`src/rtl/imm_ext_pipe.sv`:
```
// Immediate-generation unit: extends a raw instruction immediate to a full
// operand (zero/sign/upper/branch) and queues the result with its tag in a
// 2-entry output buffer so a stalled consumer can apply backpressure.
//
// Handshake: a transfer happens on a rising clk edge where valid & ready are
// both high. A producer holds valid and its payload steady until that edge.
// in_ready depends only on the registered occupancy (and reset), never on
// in_valid or out_ready.
module imm_ext_pipe #(
    parameter int IN_W     = 16,
    parameter int OUT_W    = 32,
    parameter int BR_SHIFT = 2,
    parameter int TAG_W    = 5
) (
    input  logic             clk,
    input  logic             rst_n,
    input  logic             in_valid,
    output logic             in_ready,
    input  logic [IN_W-1:0]  in_imm,
    input  logic [1:0]       in_mode,
    input  logic [TAG_W-1:0] in_tag,
    output logic             out_valid,
    input  logic             out_ready,
    output logic [OUT_W-1:0] out_imm,
    output logic [TAG_W-1:0] out_tag
);

    localparam int EXT_W = OUT_W - IN_W;

    // Head entry drives the outputs directly; tail holds the second entry.
    logic [OUT_W-1:0] r_head_imm;
    logic [TAG_W-1:0] r_head_tag;
    logic [OUT_W-1:0] r_tail_imm;
    logic [TAG_W-1:0] r_tail_tag;
    logic [1:0]       r_count;

    logic [OUT_W-1:0] w_sx;
    logic [OUT_W-1:0] w_ext;
    logic             w_push;
    logic             w_pop;

    assign w_sx = {{EXT_W{in_imm[IN_W-1]}}, in_imm};

    // Select the extended operand for the requested mode.
    always_comb begin
        w_ext = {{EXT_W{1'b0}}, in_imm};
        case (in_mode)
            2'd0: w_ext = {{EXT_W{1'b0}}, in_imm};
            2'd1: w_ext = w_sx;
            2'd2: w_ext = {in_imm, {EXT_W{1'b0}}};
            2'd3: w_ext = w_sx << BR_SHIFT;
            default: w_ext = {{EXT_W{1'b0}}, in_imm};
        endcase
    end

    // Ready is held low during reset so nothing is accepted until release.
    assign in_ready  = rst_n & (r_count != 2'd2);
    assign out_valid = (r_count != 2'd0);
    assign out_imm   = r_head_imm;
    assign out_tag   = r_head_tag;

    assign w_push = in_valid & in_ready;
    assign w_pop  = out_valid & out_ready;

    // Buffer update: the head keeps its last value when the buffer drains.
    always_ff @(posedge clk or negedge rst_n) begin
        if (!rst_n) begin
            r_head_imm <= '0;
            r_head_tag <= '0;
            r_tail_imm <= '0;
            r_tail_tag <= '0;
            r_count    <= 2'd0;
        end else begin
            case ({w_push, w_pop})
                2'b10: begin
                    if (r_count == 2'd0) begin
                        r_head_imm <= w_ext;
                        r_head_tag <= in_tag;
                    end else begin
                        r_tail_imm <= w_ext;
                        r_tail_tag <= in_tag;
                    end
                    r_count <= r_count + 2'd1;
                end
                2'b01: begin
                    if (r_count == 2'd2) begin
                        r_head_imm <= r_tail_imm;
                        r_head_tag <= r_tail_tag;
                    end
                    r_count <= r_count - 2'd1;
                end
                2'b11: begin
                    // Only reachable at count 1: the new entry replaces the head.
                    r_head_imm <= w_ext;
                    r_head_tag <= in_tag;
                end
                default: begin
                end
            endcase
        end
    end

endmodule

```
`config.mk`:
```
export PLATFORM = sky130hd
export DESIGN_NAME = imm_ext_pipe
export DESIGN_NICKNAME = d
export VERILOG_FILES = /design/src/rtl/imm_ext_pipe.sv
export SDC_FILE = /design/constraint.sdc
export NUM_CORES = 1
export LEC_CHECK = 0
export ABC_CLOCK_PERIOD_IN_PS = 3500
export BUFFER_PORTS_ARGS = -buffer_cell sky130_fd_sc_hd__buf_2
export CORE_AREA = 5 5 99 101
export CTS_CLUSTER_DIAMETER = 150
export DETAILED_ROUTE_END_ITERATION = 10
export DIE_AREA = 0 0 104 106
export PLACE_DENSITY = 0.73
export SYNTH_ARGS = -nofsm -noshare
export SYNTH_HDL_FRONTEND = slang
export SYNTH_SLANG_ARGS = --single-unit
```
`constraint.sdc`:
```
create_clock -name clk -period 3.5 [get_ports clk]
set_clock_uncertainty 0.05 [all_clocks]
set_input_delay 0.7 -clock clk [delete_from_list [all_inputs] [get_ports clk]]
set_output_delay 0.7 -clock clk [all_outputs]
set_load 0.02 [all_outputs]
```
==> results of run 1 <==
final cells by class:
type / count / area (sq um) / share of cell area
multi-input combinational: 271 / 1850 / 0.407
inverter: 2 / 7.51 / 0.00166
tap: 111 / 139 / 0.0306
clock buffer: 12 / 155 / 0.0342
sequential: 76 / 1900 / 0.420
timing repair buffer: 73 / 388 / 0.0856
clock inverter: 4 / 95.1 / 0.0210
where the power goes:
group / internal, W / switching (W) / leakage, nW
combinational: 0.000803 / 0.000925 / 1.02
sequential: 0.00132 / 0.000231 / 0.944
clock: 0.000512 / 0.000320 / 0.127
how the worst min path moves through the flow:
stage,slack (ns),end,start
finish,0.42,r_tail_imm[2],r_tail_imm[2]
global route,0.45,r_tail_imm[9],r_tail_imm[9]
CTS,0.43,r_tail_imm[2],r_tail_imm[2]
detailed placement,0.41,r_tail_imm[8],r_tail_imm[8]
global placement,0.40,r_tail_imm[7],r_tail_imm[7]
floorplan,0.35,out_imm[0],rst_n
metrics by stage:
stage          setup slack (ns)  cells  power [W]  hold WS, ns
3_5_place_dp              0.738    533    0.00333        0.413
6_report                  0.916    549    0.00411        0.424
5_1_grt                   0.804    549    0.00442        0.451
2_1_floorplan             0.386    377    0.00283        0.354
4_1_cts                   0.883    549    0.00418        0.430
3_3_place_gp              0.791    533    0.00325        0.403
metal layers:
metal / wire length, microns / global-route usage / up-vias
met5: 0 / 0 / -
met4: 136 / 0.0435 / 0
met3: 534 / 0.0565 / 10
met2: 4460 / 0.277 / 77
met1: 3670 / 0.211 / 1398
li1: - / - / 1403
kinds of logic (layout without fill, tap and decap cells):
logic type	Yosys count	count (layout)	share of synthesized area
xor gates and xnor gates	3	3	0.00678
muxes	49	49	0.143
AOI/OAI and AO/OA	85	85	0.130
adders and majority gates	3	3	0.00969
and+or+nand+nor	131	131	0.183
buffers and inverters	30	91	0.0362
DFF	76	76	0.491
critical path, cell delays in order (launching register included):
cell and delay (ns):
dfrtp_1 0.50, or2_2 0.37, nand2_1 0.13, inv_1 0.06, ha_2 0.19, or3_1 0.41, o31ai_4 0.08, buf_4 0.30
mux2_2 0.37
state kept, by name (all words and copies together), names as in the netlist:
register	flops
out_imm	32
out_tag	5
r_count	2
r_tail_imm	32
r_tail_tag	5
placed cells by master, fill, tap and decap left out:
cell type,instances
a21oi_1,30
xnor2_1,1
nand2b_1,17
ha_1,2
nor2b_1,29
clkbuf_8,11
nor2_1,14
mux2_2,43
o21ai_0,35
a211oi_1,1
dfrtp_1,76
or2_2,1
and2_1,1
mux2i_1,1
clkbuf_1,1
xor2_1,2
clkinv_2,1
a21boi_0,1
mux2_4,1
a21o_1,1
mux2_1,4
and2_0,1
o21ai_4,1
bufinv_16,3
buf_4,9
nand3b_1,15
or3_1,1
buf_2,64
o221ai_1,1
and3_1,14
o31a_1,14
inv_1,2
nand2_1,38
ha_2,1
o31ai_4,1
==> qor.csv, run 1 <==
stage,metric,value,unit
run_status,status,"complete, no violations",
timing,rsz0062_at_grt,no,
synthesis,synth_enable_flop_cells,0,
placement,io_buffers,65,
worst_setup_path,startpoint_type,register,
die,die_h,106,microns
timing,layout_worst_path_cycle_share,0.738,
global_route,globalRoute.totalOverflow,0,
drt,post-route-drc-count,0,
die,initial_util,0.434,
worst_setup_path,worst_setup_path_end_kind,register,
timing,report.final.hold_viol_count,0,
clock_network,clk_path_buf_depth,2,
clock_network,later_pin_clock_latency_in_the_skew_report,0.35,ns
clock_network,cts.repair.resized,0,
drt,wl_per_cell,16.0,microns
clock_network,root_buffer,clkbuf_8,
layout,finish.instance_area,0.00453,sq mm
synthesis,synthFlopType,dfrtp_1,
synthesis,syn_area_per_cell,10.3,sq um
synthesis,yosys.cell_count.top_type,dfrtp_1,
worst_setup_path,worstPathMaxFanout,19,
die,die_area,0.0110,sq mm
worst_setup_path,r2r.worst_path.cells,8,
clock_network,cts_tree,yes,
layout,fillerInstances,843,
synthesis,yosysUniqueCellTypes,31,
drt,dr_total_vias,2888,
layout,final_core_utilization,0.507,
timing,number_of_setup_violations_in_the_final_report,0,
worst_setup_path,crit_required,3.69,ns
layout,post_route_cells_drive_above_1_share,0.311,
synthesis,synth.largest_area_cell,dfrtp_1,
die,row_count,35,
timing,slew_viol_final,0,
worst_setup_path,timing.rr.start,r_count[0],
clock_network,worst_setup_hold_path_clk_slew,0.08,ns
worst_setup_path,crit_start,r_count[0],
clock_network,cts.hold.buffers_added,0,
drt,dr.first_iter.drc_count,124,
drt,detailedRoute.firstPassIterationCount,4,
drt,totalWireLength,8800,microns
timing,timing.setup.tns,0,ns
worst_setup_path,worst_r2r_endpoint,out_imm[13],
die,ios,66,
die,fp.coreArea,0.00893,sq mm
global_route,grt_antenna_before_repair,0,
drt,routed_via_density,5.26,
synthesis,yosysTopAreaCellShare,0.491,
pwr,peakVddDrop,450,uV
synthesis,dominant_cells_by_area_after_synthesis,"dfrtp_1 (49%), mux2_2 (13%), nor2b_1 (4.7%), o21ai_0 (4.5%), a21oi_1 (3.9%)",
synthesis,synth_area,0.00387,sq mm
layout,fin_nets,463,
global_route,gr-usage-all-layers,0.167,
drt,ant_nets,0,
clock_network,cts.repair_timing.setup_buffer_count,0,
synthesis,synthArstFlopShare,1.00,
worst_setup_path,critical_path.endpoint,out_imm[13],
timing,max-slew-margin-rel,0.264,
placement,place.detailed.hpwl,5880,microns
run,max_cap_viol_count,0,
synthesis,syn_nets,407,
global_route,first_global_vias,3009,
synthesis,ys_seq_elements,76,
placement,gpl.final_weighted_congestion,0.737,
worst_hold_path,holdPathStages,2,
die,fp.dieW,104,microns
worst_setup_path,cp_data_arrival_time,2.77,ns
synthesis,synth.yosys.seq_area_share,0.491,
synthesis,synthCells,377,
layout,n_antenna_cell,0,
placement,place_area,0.00428,sq mm
worst_setup_path,ff2ff_setup_slack,0.92,ns
clock_network,tritoncts.num_buffers,9,
timing,actual_transition_at_the_worst_max_transition_pin,1.10,ns
timing,finalWorstPathRequiredPeriod,2.58,ns
layout,syn_to_final_growth,17.0,%
synthesis,yosys_warnings,0,
synthesis,most_common_library_cells_after_synthesis,"dfrtp_1 (76), mux2_2 (43), nand2_1 (38)",
worst_hold_path,min_path_type,reg2reg,
worst_setup_path,path_class,reg2reg,
clock_network,numClockSinks,76,
pwr,power_density,907,mW/mm^2
clock_network,htree_num_levels,3,
timing,maxClockFrequency,0.387,GHz
global_route,grt_pass1_wl,15100,microns
pwr,total_leakage_power,2.09,nW
global_route,grt_max_degree,77,
No activity file was read; power rests on OpenSTA's default activity.
==> run 2: changes to the inputs <==
--- a/config.mk
+++ b/config.mk
@@ -5,13 +5,13 @@
 export SDC_FILE = /design/constraint.sdc
 export NUM_CORES = 1
 export LEC_CHECK = 0
-export ABC_CLOCK_PERIOD_IN_PS = 3500
+export ABC_CLOCK_PERIOD_IN_PS = 2250
 export BUFFER_PORTS_ARGS = -buffer_cell sky130_fd_sc_hd__buf_2
 export CORE_AREA = 5 5 99 101
 export CTS_CLUSTER_DIAMETER = 150
 export DETAILED_ROUTE_END_ITERATION = 10
 export DIE_AREA = 0 0 104 106
-export PLACE_DENSITY = 0.73
+export PLACE_DENSITY = 0.76
 export SYNTH_ARGS = -nofsm -noshare
 export SYNTH_HDL_FRONTEND = slang
 export SYNTH_SLANG_ARGS = --single-unit
==> constraint.sdc (replaced) <==
create_clock -name clk -period 2.25 [get_ports clk]
set_clock_uncertainty 0.05 [all_clocks]
set_input_delay 0.45 -clock clk [delete_from_list [all_inputs] [get_ports clk]]
set_output_delay 0.45 -clock clk [all_outputs]
set_load 0.02 [all_outputs]
==> qor.csv, run 2 (synthesis gave the netlist of run 1 again) <==
stage,metric,value,unit,change
placement,detailedPlace.worstSlack,-0.291,ns,was 0.738 ns
run,max_cap_viol_count,0,,unchanged
clock_network,htree_num_levels,3,,unchanged
global_route,grt_pass1_wl,15400,microns,"was 15,100 microns"
timing,finalWorstPathRequiredPeriod,2.28,ns,was 2.58 ns
pwr,power_density,1450,mW/mm^2,was 907 mW/mm^2
pwr,peakVddDrop,515,uV,was 450 uV
worst_hold_path,min_path_type,in2reg,,was reg2reg
drt,routed_via_density,5.32,,was 5.26
worst_setup_path,ff2ff_setup_slack,-0.03,ns,was 0.92 ns
layout,multi_input_area,0.00195,sq mm,was 0.00185 sq mm
pwr,total_leakage_power,2.26,nW,was 2.09 nW
drt,dr_total_vias,3006,,"was 2,888"
global_route,first_global_vias,3104,,"was 3,009"
timing,rsz0062_at_grt,yes,,was no
drt,post-route-drc-count,0,,unchanged
die,ios,66,,unchanged
worst_setup_path,r2r.worst_path.cells,9,,was 8
die,initial_util,0.434,,unchanged
worst_setup_path,crit_required,2.43,ns,was 3.69 ns
worst_setup_path,worst_setup_path_end_kind,register,,unchanged
die,fp.dieW,104,microns,unchanged
die,die_h,106,microns,unchanged
layout,layout.area.seq,0.00190,sq mm,unchanged
layout,syn_to_final_growth,24.6,%,was 17.0%
worst_hold_path,hold_sp,in_tag[0],,was r_tail_imm[2]
die,fp.coreArea,0.00893,sq mm,unchanged
layout,n_antenna_cell,0,,unchanged
layout,fin_nets,479,,was 463
run_status,failing_checks,negative setup slack,,
global_route,gr-usage-all-layers,0.169,,was 0.167
worst_setup_path,path_class,reg2reg,,unchanged
global_route,globalRoute.totalOverflow,0,,unchanged
worst_setup_path,startpoint_type,register,,unchanged
drt,ant_nets,0,,unchanged
clock_network,clk_path_buf_depth,2,,unchanged
clock_network,tritoncts.num_buffers,9,,unchanged
timing,layout_worst_path_cycle_share,1.01,,was 0.738
timing,number_of_setup_violations_in_the_final_report,19,,was 0
run_status,status,"complete, but fails checks",,"was complete, no violations"
clock_network,numClockSinks,76,,unchanged
drt,detailedRoute.firstPassIterationCount,4,,unchanged
worst_setup_path,worstPathMaxFanout,15,,was 19
timing,report.final.hold_viol_count,0,,unchanged
timing,maxClockFrequency,0.439,GHz,was 0.387 GHz
clock_network,later_pin_clock_latency_in_the_skew_report,0.35,ns,about the same
layout,final_common_cell,dfrtp_1,,unchanged
placement,gpl.final_weighted_congestion,0.776,,was 0.737
clock_network,worst_setup_hold_path_clk_slew,0.08,ns,about the same
clock_network,cts_tree,yes,,unchanged
global_route,grt_antenna_before_repair,0,,unchanged
drt,dr.first_iter.drc_count,102,,was 124
timing,actual_transition_at_the_worst_max_transition_pin,0.983,ns,was 1.10 ns
placement,place.detailed.hpwl,6120,microns,was 5880 microns
drt,wl_per_cell,16.2,microns,was 16.0 microns
worst_setup_path,timing.rr.start,r_count[0],,unchanged
layout,fillerInstances,848,,was 843
worst_setup_path,cp_data_arrival_time,2.46,ns,was 2.77 ns
drt,totalWireLength,9130,microns,was 8800 microns
timing,post-route-worst-setup-slack,-0.0305,ns,was 0.916 ns
clock_network,root_buffer,clkbuf_8,,unchanged
timing,max-slew-margin-rel,0.345,,was 0.264
layout,post_route_cells_drive_above_1_share,0.355,,was 0.311
pwr,report.power.total,0.00701,W,was 0.00411 W
placement,io_buffers,65,,unchanged
global_route,grt_max_degree,77,,unchanged
worst_hold_path,holdPathStages,2,,unchanged
worst_setup_path,worst_r2r_endpoint,out_tag[3],,was out_imm[13]
die,row_count,35,,unchanged
worst_hold_path,timing.hold.worst_endpoint,r_tail_tag[0],,was r_tail_imm[2]
clock_network,cts.hold.buffers_added,0,,unchanged
die,die_area,0.0110,sq mm,unchanged
timing,slew_viol_final,0,,unchanged
layout,layout_common_cells,"dfrtp_1 (76), buf_2 (64), nand2_1 (36)",,"was dfrtp_1 (76), buf_2 (64), mux2_2 (43)"
## run 2: changes by cell type in the layout (fill, tap and decap cells not counted), sizes merged
cell / previous run / this run
buf: 73 / 89
clkbuf: 12 / 10
bufinv: 3 / 4
clkinvlp: 0 / 1
## run 2: worst max path at each step
stage,slack [ns],startpoint,cells past startpoint,to
final,-0.03,r_count[0],9,out_tag[3]
after global routing,-0.08,r_count[0],9,out_imm[29]
after CTS,-0.03,r_count[0],9,out_imm[30]
after detailed placement,-0.29,rst_n,8,out_imm[3]
after global placement,-0.22,rst_n,8,out_imm[12]
after floorplan,-0.22,r_count[0],9,out_imm[19]
## run 2: routing by layer
layer	GRT usage	vias up	routed length (microns)
met5	0	-	0
met4	0.0768	0	249
met3	0.0401	18	560
met2	0.274	79	4370
met1	0.215	1466	3960
li1	-	1443	-
## run 2: timing repair
item	CTS	global route
pin swaps	2	0
resized for setup	3	5
setup buffers	1	0
endpoints found under the setup margin	37	31
cloned	1	0
## run 2: cell type report
type / instances / share of cell area
well taps: 111 / 0.0288
clock buffers: 10 / 0.0264
inverters: 2 / 0.00155
multi-input cells: 271 / 0.403
clock inverters: 6 / 0.0282
repair buffers: 89 / 0.118
flip-flops and latches: 76 / 0.394
## run 2: critical path, cell delays in order (launching register included)
cell and delay (ns):
dfrtp_1 0.41, or2_4 0.28, nand2_4 0.07, inv_2 0.04
ha_4 0.16, mux2_4 0.29, o31ai_4 0.18, buf_6 0.18
buf_12 0.16, mux2_2 0.34
## run 2: where the power goes
part / total [W] / leakage (nW) / switching (W) / internal [W]
clock: 0.00137 / 0.127 / 0.000522 / 0.000852
combinational: 0.00323 / 1.19 / 0.00160 / 0.00163
sequential: 0.00241 / 0.944 / 0.000354 / 0.00205
total: 0.00701 / 2.26 / 0.00247 / 0.00454
## run 2: stage by stage
stage | TNS, ns | util | std cells | hold WS, ns | instance area, sq um
floorplan | -6.94 | - | 377 | 0.104 | 3970
global route | -1.54 | 0.540 | 565 | 0.298 | 4830
finish | -0.330 | 0.540 | 565 | 0.296 | 4830
detailed placement | -9.55 | 0.504 | 547 | 0.413 | 4500
global placement | -7.63 | 0.504 | 547 | 0.403 | 4500
CTS | -0.459 | 0.539 | 565 | 0.286 | 4810
